## src/rtl/piece_pkg.sv

```systemverilog
// Shared types, field geometry and tetromino offset table for the piece motion controller.
// Optional feature macro: ROTATE_EN (rotation offsets are only compiled when it is defined).
package piece_pkg;

  typedef enum logic [2:0] {
    ST_IDLE,
    ST_SPAWN,
    ST_WAIT,
    ST_CHECK,
    ST_COMMIT,
    ST_LOCK
  } state_t;

  typedef enum logic [1:0] {
    KIND_SPAWN,
    KIND_SHIFT,
    KIND_GRAVITY
  } kind_t;

  localparam int         NUM_COLS  = 10;
  localparam int         NUM_ROWS  = 20;
  localparam logic [3:0] SPAWN_COL = 4'd4;
  localparam logic [4:0] SPAWN_ROW = 5'd0;

  // Four cells packed as {dx[1:0], dy[1:0]}, cell 1 in the top nibble.
`ifdef ROTATE_EN
  function automatic logic [15:0] cell_offsets(input logic [2:0] ptype, input logic [1:0] rot);
    logic [15:0] offs;
    case (ptype)
      3'd1: offs = 16'h0415;
      3'd2: begin
        case (rot)
          2'd0:    offs = 16'h0485;
          2'd1:    offs = 16'h4561;
          2'd2:    offs = 16'h4159;
          default: offs = 16'h0125;
        endcase
      end
      3'd3: offs = rot[0] ? 16'h0156 : 16'h4815;
      3'd4: offs = rot[0] ? 16'h4512 : 16'h0459;
      3'd5: begin
        case (rot)
          2'd0:    offs = 16'h0159;
          2'd1:    offs = 16'h0412;
          2'd2:    offs = 16'h0489;
          default: offs = 16'h4526;
        endcase
      end
      3'd6: begin
        case (rot)
          2'd0:    offs = 16'h8159;
          2'd1:    offs = 16'h0126;
          2'd2:    offs = 16'h0481;
          default: offs = 16'h0456;
        endcase
      end
      default: offs = rot[0] ? 16'h4567 : 16'h048C;
    endcase
    return offs;
  endfunction
`else
  function automatic logic [15:0] cell_offsets(input logic [2:0] ptype);
    logic [15:0] offs;
    case (ptype)
      3'd1:    offs = 16'h0415;
      3'd2:    offs = 16'h0485;
      3'd3:    offs = 16'h4815;
      3'd4:    offs = 16'h0459;
      3'd5:    offs = 16'h0159;
      3'd6:    offs = 16'h8159;
      default: offs = 16'h048C;
    endcase
    return offs;
  endfunction
`endif

endpackage

```

## src/rtl/piece_cells.sv

```systemverilog
// Maps an anchor, piece type and rotation to four (col,row) cells plus an in-field flag.
// Optional feature macro: ROTATE_EN.
module piece_cells
  import piece_pkg::*;
(
  input  logic [3:0]      anchor_col,
  input  logic [4:0]      anchor_row,
  input  logic [2:0]      ptype,
  input  logic [1:0]      rot,
  output logic [3:0][4:0] cell_col,
  output logic [3:0][5:0] cell_row,
  output logic            in_field
);

  logic [15:0] offs;
  logic [3:0]  cell_ok;

`ifdef ROTATE_EN
  assign offs = cell_offsets(ptype, rot);
`else
  logic unused_rot;
  assign unused_rot = ^rot;
  assign offs       = cell_offsets(ptype);
`endif

  // A left move from column 0 wraps the anchor to 15, which lands here as out of field.
  genvar gi;
  generate
    for (gi = 0; gi < 4; gi++) begin : g_cell
      assign cell_col[gi] = {1'b0, anchor_col} + {3'b000, offs[15-4*gi -: 2]};
      assign cell_row[gi] = {1'b0, anchor_row} + {4'b0000, offs[13-4*gi -: 2]};
      assign cell_ok[gi]  = (cell_col[gi] < 5'(NUM_COLS)) && (cell_row[gi] < 6'(NUM_ROWS));
    end
  endgenerate

  assign in_field = &cell_ok;

endmodule

```

## src/rtl/piece_motion_ctrl.sv

```systemverilog
// Falling-piece controller: spawn, lateral/rotate/gravity moves via board collision queries, lock.
// Optional feature macro: ROTATE_EN enables rotation moves.
module piece_motion_ctrl
  import piece_pkg::*;
#(
  parameter int FALL_FRAMES = 30,
  parameter int FIELD_X0    = 240,
  parameter int FIELD_Y0    = 80,
  parameter int CELL        = 16
) (
  input  logic       Clk,
  input  logic       Reset,
  input  logic       frame_tick,
  input  logic       start,
  input  logic       move_left,
  input  logic       move_right,
  input  logic       rotate,
  input  logic       drop_fast,
  input  logic [2:0] piece_type,
  output logic       check_req,
  output logic [3:0] cand_col,
  output logic [4:0] cand_row,
  output logic [1:0] cand_rot,
  input  logic       check_ack,
  input  logic       check_blocked,
  output logic [9:0] CBlock1X,
  output logic [9:0] CBlock2X,
  output logic [9:0] CBlock3X,
  output logic [9:0] CBlock4X,
  output logic [9:0] CBlock1Y,
  output logic [9:0] CBlock2Y,
  output logic [9:0] CBlock3Y,
  output logic [9:0] CBlock4Y,
  output logic       landed,
  output logic       game_over
);

  localparam int CW = $clog2(FALL_FRAMES + 1);
`ifdef ROTATE_EN
  localparam logic [15:0] RST_OFFS = cell_offsets(3'd0, 2'd0);
`else
  localparam logic [15:0] RST_OFFS = cell_offsets(3'd0);
`endif

  function automatic logic [9:0] pix(input int base, input logic [5:0] idx);
    return 10'(base + CELL / 2) + 10'(idx) * 10'(CELL);
  endfunction

  state_t          state_reg, state_next;
  kind_t           kind_reg, kind_next;
  logic [CW-1:0]   frame_cnt_reg, frame_cnt_next;
  logic [3:0]      anchor_col_reg, anchor_col_next, cand_col_reg, cand_col_next;
  logic [4:0]      anchor_row_reg, anchor_row_next, cand_row_reg, cand_row_next;
  logic [1:0]      anchor_rot_reg, anchor_rot_next, cand_rot_reg, cand_rot_next;
  logic [2:0]      type_reg, type_next;
  logic            landed_reg, landed_next, game_over_reg, game_over_next;
  logic            commit_d_reg, commit_d_next;
  logic            gravity, rot_sel, cand_in_field, com_in_field_unused;
  logic [3:0][4:0] cand_cells_col, com_col;
  logic [3:0][5:0] cand_cells_row, com_row;
  logic [9:0]      pix_x [4], pix_y [4], rst_x [4], rst_y [4];
  logic [9:0]      cblk_x_reg [4], cblk_y_reg [4];

`ifdef ROTATE_EN
  assign rot_sel  = rotate;
  assign cand_rot = cand_rot_reg;
`else
  logic unused_rotate;
  assign unused_rotate = rotate;
  assign rot_sel       = 1'b0;
  assign cand_rot      = 2'd0;
`endif

  piece_cells u_cand_cells (
    .anchor_col(cand_col_reg), .anchor_row(cand_row_reg), .ptype(type_reg), .rot(cand_rot_reg),
    .cell_col(cand_cells_col), .cell_row(cand_cells_row), .in_field(cand_in_field)
  );

  piece_cells u_com_cells (
    .anchor_col(anchor_col_reg), .anchor_row(anchor_row_reg), .ptype(type_reg), .rot(anchor_rot_reg),
    .cell_col(com_col), .cell_row(com_row), .in_field(com_in_field_unused)
  );

  genvar gi;
  generate
    for (gi = 0; gi < 4; gi++) begin : g_pix
      assign pix_x[gi] = pix(FIELD_X0, {1'b0, com_col[gi]});
      assign pix_y[gi] = pix(FIELD_Y0, com_row[gi]);
      assign rst_x[gi] = pix(FIELD_X0, 6'(SPAWN_COL) + 6'(RST_OFFS[15-4*gi -: 2]));
      assign rst_y[gi] = pix(FIELD_Y0, 6'(SPAWN_ROW) + 6'(RST_OFFS[13-4*gi -: 2]));
    end
  endgenerate

  always_ff @(posedge Clk or posedge Reset) begin
    if (Reset) begin
      state_reg      <= ST_IDLE;
      kind_reg       <= KIND_SPAWN;
      frame_cnt_reg  <= '0;
      anchor_col_reg <= SPAWN_COL;
      anchor_row_reg <= SPAWN_ROW;
      anchor_rot_reg <= 2'd0;
      cand_col_reg   <= SPAWN_COL;
      cand_row_reg   <= SPAWN_ROW;
      cand_rot_reg   <= 2'd0;
      type_reg       <= 3'd0;
      landed_reg     <= 1'b0;
      game_over_reg  <= 1'b0;
      commit_d_reg   <= 1'b0;
    end else begin
      state_reg      <= state_next;
      kind_reg       <= kind_next;
      frame_cnt_reg  <= frame_cnt_next;
      anchor_col_reg <= anchor_col_next;
      anchor_row_reg <= anchor_row_next;
      anchor_rot_reg <= anchor_rot_next;
      cand_col_reg   <= cand_col_next;
      cand_row_reg   <= cand_row_next;
      cand_rot_reg   <= cand_rot_next;
      type_reg       <= type_next;
      landed_reg     <= landed_next;
      game_over_reg  <= game_over_next;
      commit_d_reg   <= commit_d_next;
    end
  end

  // Pixel centres follow the anchor one Clk after it is committed.
  always_ff @(posedge Clk or posedge Reset) begin
    if (Reset) begin
      for (int i = 0; i < 4; i++) begin
        cblk_x_reg[i] <= rst_x[i];
        cblk_y_reg[i] <= rst_y[i];
      end
    end else if (commit_d_reg) begin
      for (int i = 0; i < 4; i++) begin
        cblk_x_reg[i] <= pix_x[i];
        cblk_y_reg[i] <= pix_y[i];
      end
    end
  end

  always_comb begin
    state_next      = state_reg;
    kind_next       = kind_reg;
    frame_cnt_next  = frame_cnt_reg;
    anchor_col_next = anchor_col_reg;
    anchor_row_next = anchor_row_reg;
    anchor_rot_next = anchor_rot_reg;
    cand_col_next   = cand_col_reg;
    cand_row_next   = cand_row_reg;
    cand_rot_next   = cand_rot_reg;
    type_next       = type_reg;
    landed_next     = 1'b0;
    game_over_next  = game_over_reg;
    commit_d_next   = 1'b0;
    gravity         = drop_fast || (frame_cnt_reg == CW'(FALL_FRAMES - 1));
    case (state_reg)
      ST_IDLE: begin
        if (frame_tick && start) begin
          game_over_next = 1'b0;
          state_next     = ST_SPAWN;
        end
      end
      ST_SPAWN: begin
        type_next      = piece_type;
        cand_col_next  = SPAWN_COL;
        cand_row_next  = SPAWN_ROW;
        cand_rot_next  = 2'd0;
        kind_next      = KIND_SPAWN;
        frame_cnt_next = '0;
        state_next     = ST_CHECK;
      end
      ST_WAIT: begin
        if (frame_tick) begin
          cand_col_next = anchor_col_reg;
          cand_row_next = anchor_row_reg;
          cand_rot_next = anchor_rot_reg;
          kind_next     = KIND_SHIFT;
          state_next    = ST_CHECK;
          if (rot_sel) cand_rot_next = anchor_rot_reg + 2'd1;
          else if (move_left) cand_col_next = anchor_col_reg - 4'd1;
          else if (move_right) cand_col_next = anchor_col_reg + 4'd1;
          else if (gravity) begin
            cand_row_next = anchor_row_reg + 5'd1;
            kind_next     = KIND_GRAVITY;
          end else begin
            state_next     = ST_WAIT;
            frame_cnt_next = frame_cnt_reg + CW'(1);
          end
        end
      end
      ST_CHECK: begin
        // Out-of-field candidates resolve at once, as if the board had answered blocked.
        if (!cand_in_field || check_ack) begin
          if (cand_in_field && !check_blocked) state_next = ST_COMMIT;
          else begin
            case (kind_reg)
              KIND_SPAWN: begin
                game_over_next = 1'b1;
                state_next     = ST_IDLE;
              end
              KIND_GRAVITY: begin
                landed_next = 1'b1;
                state_next  = ST_LOCK;
              end
              default: state_next = ST_WAIT;
            endcase
          end
        end
      end
      ST_COMMIT: begin
        anchor_col_next = cand_col_reg;
        anchor_row_next = cand_row_reg;
        anchor_rot_next = cand_rot_reg;
        if (kind_reg == KIND_GRAVITY) frame_cnt_next = '0;
        commit_d_next = 1'b1;
        state_next    = ST_WAIT;
      end
      ST_LOCK: begin
        if (frame_tick && !landed_reg) state_next = ST_SPAWN;
      end
      default: state_next = ST_IDLE;
    endcase
  end

  assign check_req = (state_reg == ST_CHECK) && cand_in_field;
  assign cand_col  = cand_col_reg;
  assign cand_row  = cand_row_reg;
  assign landed    = landed_reg;
  assign game_over = game_over_reg;
  assign CBlock1X  = cblk_x_reg[0];
  assign CBlock2X  = cblk_x_reg[1];
  assign CBlock3X  = cblk_x_reg[2];
  assign CBlock4X  = cblk_x_reg[3];
  assign CBlock1Y  = cblk_y_reg[0];
  assign CBlock2Y  = cblk_y_reg[1];
  assign CBlock3Y  = cblk_y_reg[2];
  assign CBlock4Y  = cblk_y_reg[3];

endmodule

```

## config.mk

```make
export PLATFORM = sky130hd
export DESIGN_NAME = piece_motion_ctrl
export DESIGN_NICKNAME = d
export VERILOG_FILES = /design/src/rtl/piece_pkg.sv /design/src/rtl/piece_cells.sv /design/src/rtl/piece_motion_ctrl.sv
export SDC_FILE = /design/constraint.sdc
export NUM_CORES = 1
export LEC_CHECK = 0
export BUFFER_PORTS_ARGS = -buffer_cell sky130_fd_sc_hd__buf_2
export CORE_UTILIZATION = 23
export DETAILED_ROUTE_END_ITERATION = 16
export MAX_ROUTING_LAYER = met4
export PLACE_DENSITY = 0.45
export REMOVE_ABC_BUFFERS = 1
export SLEW_MARGIN = 20
export SYNTH_ARGS = -nofsm -noshare
export SYNTH_HDL_FRONTEND = slang
export SYNTH_SLANG_ARGS = --single-unit
```

## constraint.sdc

```tcl
create_clock -name Clk -period 8.6 [get_ports Clk]
set_input_delay 0.43 -clock Clk [delete_from_list [all_inputs] [get_ports Clk]]
set_output_delay 0.43 -clock Clk [all_outputs]
set_load 0.02 [all_outputs]
```

[After elaboration in Yosys (flattened, before gate mapping)]
Cells that the tools add are included.
Storage, ports and cells
  output and inout port bits: 94
  register bits after elaboration: 114
Operators by class
  reduce and logical (&&, ||, !) cells: 23
  mux-type cells: 41
  add/subtract/negate cells: 28
  eq/ne operators: 23
  magnitude comparators: 8
Operator list (count)
  one-hot mux 16 bit (6 select lines): 1
  adder 5 x 2 -> 6 bit: 8
  two-way mux 5 bit: 9
  adder 4 x 2 -> 5 bit: 8
  adder 7 x 10 -> 10 bit, first input constant: 4
  adder 8 x 9 -> 10 bit, first input constant: 4
  less-than comparator 6 x 5 -> 1 bit, second input constant: 4
  less-than comparator 5 x 4 -> 1 bit, second input constant: 4
  inequality test 2 bit, second input constant: 9
  one-hot mux 3 bit (6 select lines): 1
  equality test 3 bit, second input constant: 5
  two-way mux 3 bit: 5
  one-hot mux 5 bit (3 select lines): 1
  equality test 3 x 2 -> 1 bit, second input constant: 4
  two-way mux 1 bit: 12
  two-way mux 4 bit: 3
  adder 5 x 1 -> 5 bit, second input constant: 2
  one-hot mux 5 bit (2 select lines): 1
  logical AND 1 bit: 8
  two-way mux 2 bit: 4
  one-hot mux 4 bit (2 select lines): 1
  AND reduction 4 bit: 2
  equality test 3 x 1 -> 1 bit, second input constant: 2
  one-hot mux 3 bit (2 select lines): 1
  other kinds (16): 20

[Longest topological paths before layout]
  depth in word-level cells: 10
  gate-level depth with buffers: 12

[Modules after synthesis]
A second synthesis with hierarchy kept.
Unflattened totals
  cell total of the unflattened synthesis: 677
  area, all modules: 6396.1 um^2
Modules (own cells, without submodules)
  piece_motion_ctrl: sequential area each 2178.3 um^2, times used 1, cells each 427, area each 4498.1 um^2
  piece_cells (u_com_cells): sequential area each 0.0 um^2, times used 1, cells each 124, area each 949.7 um^2
  piece_cells (u_cand_cells): sequential area each 0.0 um^2, times used 1, cells each 126, area each 948.4 um^2

[Worst setup path after synthesis]
No wires, ideal clock.
  path type: flip-flop to output port
  start point: register type_reg[2]
  end point: output port check_req
  slack: 5.399 ns
  buffers on the path: 1
  stages on the path, launching flop included: 11
  arrival time: 2.771 ns
  required time: 8.170 ns
  cells stage by stage: dfrtp_1 > buf_6 > and3_1 > nor2_1 > inv_1 > fa_1 > or3b_2 > nor4_1 > a211o_1 > o211ai_4 > nor3_1
Between the ends
  cells in the longest elaborated chain, start to end: 7
  elaborated cells between the ends (all ways): 27
Ends and longest elaborated chain
  start: declaration: line piece_motion_ctrl.sv:55  | logic [2:0] type_reg, type_next;
  start signal: assignment: line piece_motion_ctrl.sv:119  | type_reg <= type_next;
  equality test 3 bit (tied with other cells): line piece_pkg.sv:64  | case (ptype)
  one-hot mux 16 bit (6 select lines) (*): line piece_pkg.sv:64
  adder 5 x 2 -> 6 bit / adder 4 x 2 -> 5 bit (equally long branches): line piece_cells.sv:31, piece_cells.sv:30
  less-than comparator 6 x 5 -> 1 bit / less-than comparator 5 x 4 -> 1 bit (equally long branches): line piece_cells.sv:32  | assign cell_ok[gi] = (cell_col[gi] < 5'(NUM_COLS)) && (cell_row[gi] < 6'(NUM_ROWS));
  logical AND 1 bit: line piece_cells.sv:32
  AND reduction 4 bit (*): line piece_cells.sv:36  | assign in_field = &cell_ok;
  logical AND 1 bit (*): line piece_motion_ctrl.sv:225  | assign check_req = (state_reg == ST_CHECK) && cand_in_field;
  end: declaration: line piece_motion_ctrl.sv:20  | output logic check_req,
Mark *: on every way between the ends. The rest lies on a longest branch, timed or not.

[Worst setup path in the final report]
Ends and elaborated chain as after synthesis.

==> impl_metrics.tcl <==
set metrics [dict create \
    post_cts_buffers 0 \
    whs_ns 0.133 \
    path_max_fanout 12 \
    worst_slack_ns 4.83 \
    clk_pin_slew_worst_paths_ns 0.06 \
    stdcell_count 961 \
    port_buffers 71 \
    cts_sinks 82 \
    grt_max_degree 51 \
    max_slew.worst_pin.slew_ns 0.916 \
    ys_ff_latch 82 \
    via_per_inst 4.27 \
    rsz0062_at_grt "false" \
    placed_cells 945 \
    die_w_microns 157 \
    antenna_left 0 \
    grt_pass1_vias 3996 \
    path_class "flop to output pin" \
    maxSlewViolCount 0 \
    end_kind "output pin" \
    drt_wl_total_microns 13200 \
    final_nets 685 \
    vias 4108 \
    setup_viol 0 \
    multi_input_area_sq_mm 0.00302 \
    regArea_sq_mm 0.00208 \
    clock_latency_ns 0.35 \
    leakagePower_nw 2.84 \
    synth_seq_area_share 0.377 \
    wl_per_cell_microns 13.7 \
    maxCapViolCount 0 \
    ys_types 66 \
    antenna_found_initial 0 \
    syn_to_final_growth_pct 14.0 \
    fp.dieH_microns 157 \
    grt_remaining_overflow 0 \
    io_pins 107 \
    pwr-share-clk 0.169 \
    outcome "complete, no violations" \
    gp_congestion 0.778 \
    power.switching_mw 1.04 \
    fin_area_sq_mm 0.00628 \
    ctsLongestPathBuffers 2 \
    dr.pass1.iters 4 \
    cp_data_required_time_ns 8.17 \
    synth_warnings 0 \
    syn_area_per_cell_sq_um 9.36 \
    post-dp-hpwl_microns 9470 \
    drtIter0Drc 236 \
    pwr-share-comb 0.521 \
    synthFlopType "dfrtp_1" \
    cts_tree "built" \
    fillers 2524 \
    hold_path.class "input pin to asynchronous set/reset pin" \
    grt_pass1_wl_microns 21300 \
    irDropWorstVdd_v 0.000132 \
    seqPwrFrac 0.310 \
    synthArstFlopShare 1.00 \
    layout_min_cycle_time_ns 3.77 \
    worstPathArrival_ns 3.34 \
    reg2reg_slack_ns 5.28 \
    drc 0 \
    max_slew_margin 0.389 \
    cts_inserted_buffers 9 \
    synth-edff-count 0 \
    placed_area_sq_mm 0.00599 \
    ctsHoldBuffers 0 \
    htree_levels 3 \
    die_area_sq_mm 0.0246 \
    cts_repair_resize_count 0 \
    startpoint_type "flop" \
    p_per_area_mw_per_mm2 371 \
    setup_total_negative_slack_ns 0 \
    netSwitchingFraction 0.444 \
    pre_cts_slack_ns 5.22 \
    netlist.area_leader.share 0.277 \
    yosysTopAreaCell "dfrtp_1" \
    initial_core_util 0.235 \
    synth_cells 588 \
    diodes 0 \
    fin_crit_sh 0.439 \
    syn-cell-area_sq_mm 0.00551 \
    drive_above_1_share 0.232 \
    cts-root-buf "clkbuf_16" \
    fmax_mhz 265 \
    hold_violations 0 \
    num_rows 56 \
    core_region_area_sq_mm 0.0235 \
    p_int_mw 1.30 \
    fin_skew_ns 0.00892 \
    netlist_top_cells_area "dfrtp_1 28%, dfstp_2 10%, ha_1 6.6%" \
    groute.usage.overall 0.117 \
]
## synth_stat cells, drive strengths merged (4+ instances only)
cell and instances:
a21oi 31, a31oi 5, and2 5, and3 5, buf 45, clkbuf 22, dfrtp 61, dfstp 21
fa 6, ha 29, inv 31, mux2 25, mux2i 7, nand2 39, nand2b 4, nand3 24
nand4 11, nor2 60, nor3 7, o211ai 5, o21ai 33, o21bai 4, o221ai 4, o31ai 4
xnor2 35, xor2 15
## logic make-up after synthesis
group,after synthesis,share of synthesized area
buf+inv,99,0.0966
simple gates,176,0.157
flops,82,0.377
xor+xnor,50,0.0795
fa+ha+maj,36,0.0898
compound gates,111,0.135
mux,32,0.0638
other cells,2,0.00136
## power groups by stage
stage	Sequential [mW]	Clock (mW)	Combinational, mW
floorplan	0.831	0	0.781
global placement	0.734	0	1.23
detailed placement	0.734	0	1.23
CTS	0.729	0.410	1.24
global route	0.757	0.424	1.37
finish	0.723	0.394	1.21
## final timing paths
kind	startpoint	cells after the start	to
worst min register to register	CBlock3X[8]	2	CBlock3X[8]
worst max register to register	type_reg[2]	9	state_reg[0]
worst min-delay path	Reset	2	CBlock4X[7]
min in group Clk	piece_type[0]	2	type_reg[0]
max in group asynchronous	Reset	3	type_reg[2]
worst max-delay path	type_reg[2]	9	check_req
## critical path: stages (launching register included)
cell      delay [ns]
dfrtp_1         0.49
and3b_1         0.54
nand2_1         0.13
fa_1            0.54
nor4bb_1        0.29
nor3_1          0.08
a221oi_1        0.24
o21ai_1         0.28
nor3_1          0.21
buf_2           0.19
## metal layers
metal,wire (microns),share of wire,vias up,track usage
met2,6060,0.46,71,0.178
met3,524,0.040,13,0.0230
met5,0,0,-,-
li1,-,-,2074,-
met4,235,0.018,0,0.0514
met1,6370,0.48,1950,0.149
## through the flow
stage               power, mW   util
floorplan                1.61      -
global placement         1.96  0.255
detailed placement       1.96  0.255
CTS                      2.38  0.267
global route             2.55  0.267
finish                   2.33  0.267
## cells in the final DEF (no fill, tap or decap), drive strengths merged, types with 21 or more instances in the layout
cell    n
a21oi  31
buf    73
conb   34
dfrtp  61
dfstp  21
ha     29
inv    30
mux2   25
nand2  39
nand3  24
nor2   60
o21ai  33
xnor2  35
## final cells by class
cell class                      count  share of cell area
Multi-Input combinational cell    439               0.481
Sequential cell                    82               0.331
Tap cell                          319              0.0636
Timing Repair Buffer               73              0.0590
Clock buffer                       13              0.0399
Inverter                           32              0.0193
Clock inverter                      3             0.00638
Note: power is estimated with default switching activity, not from simulation.
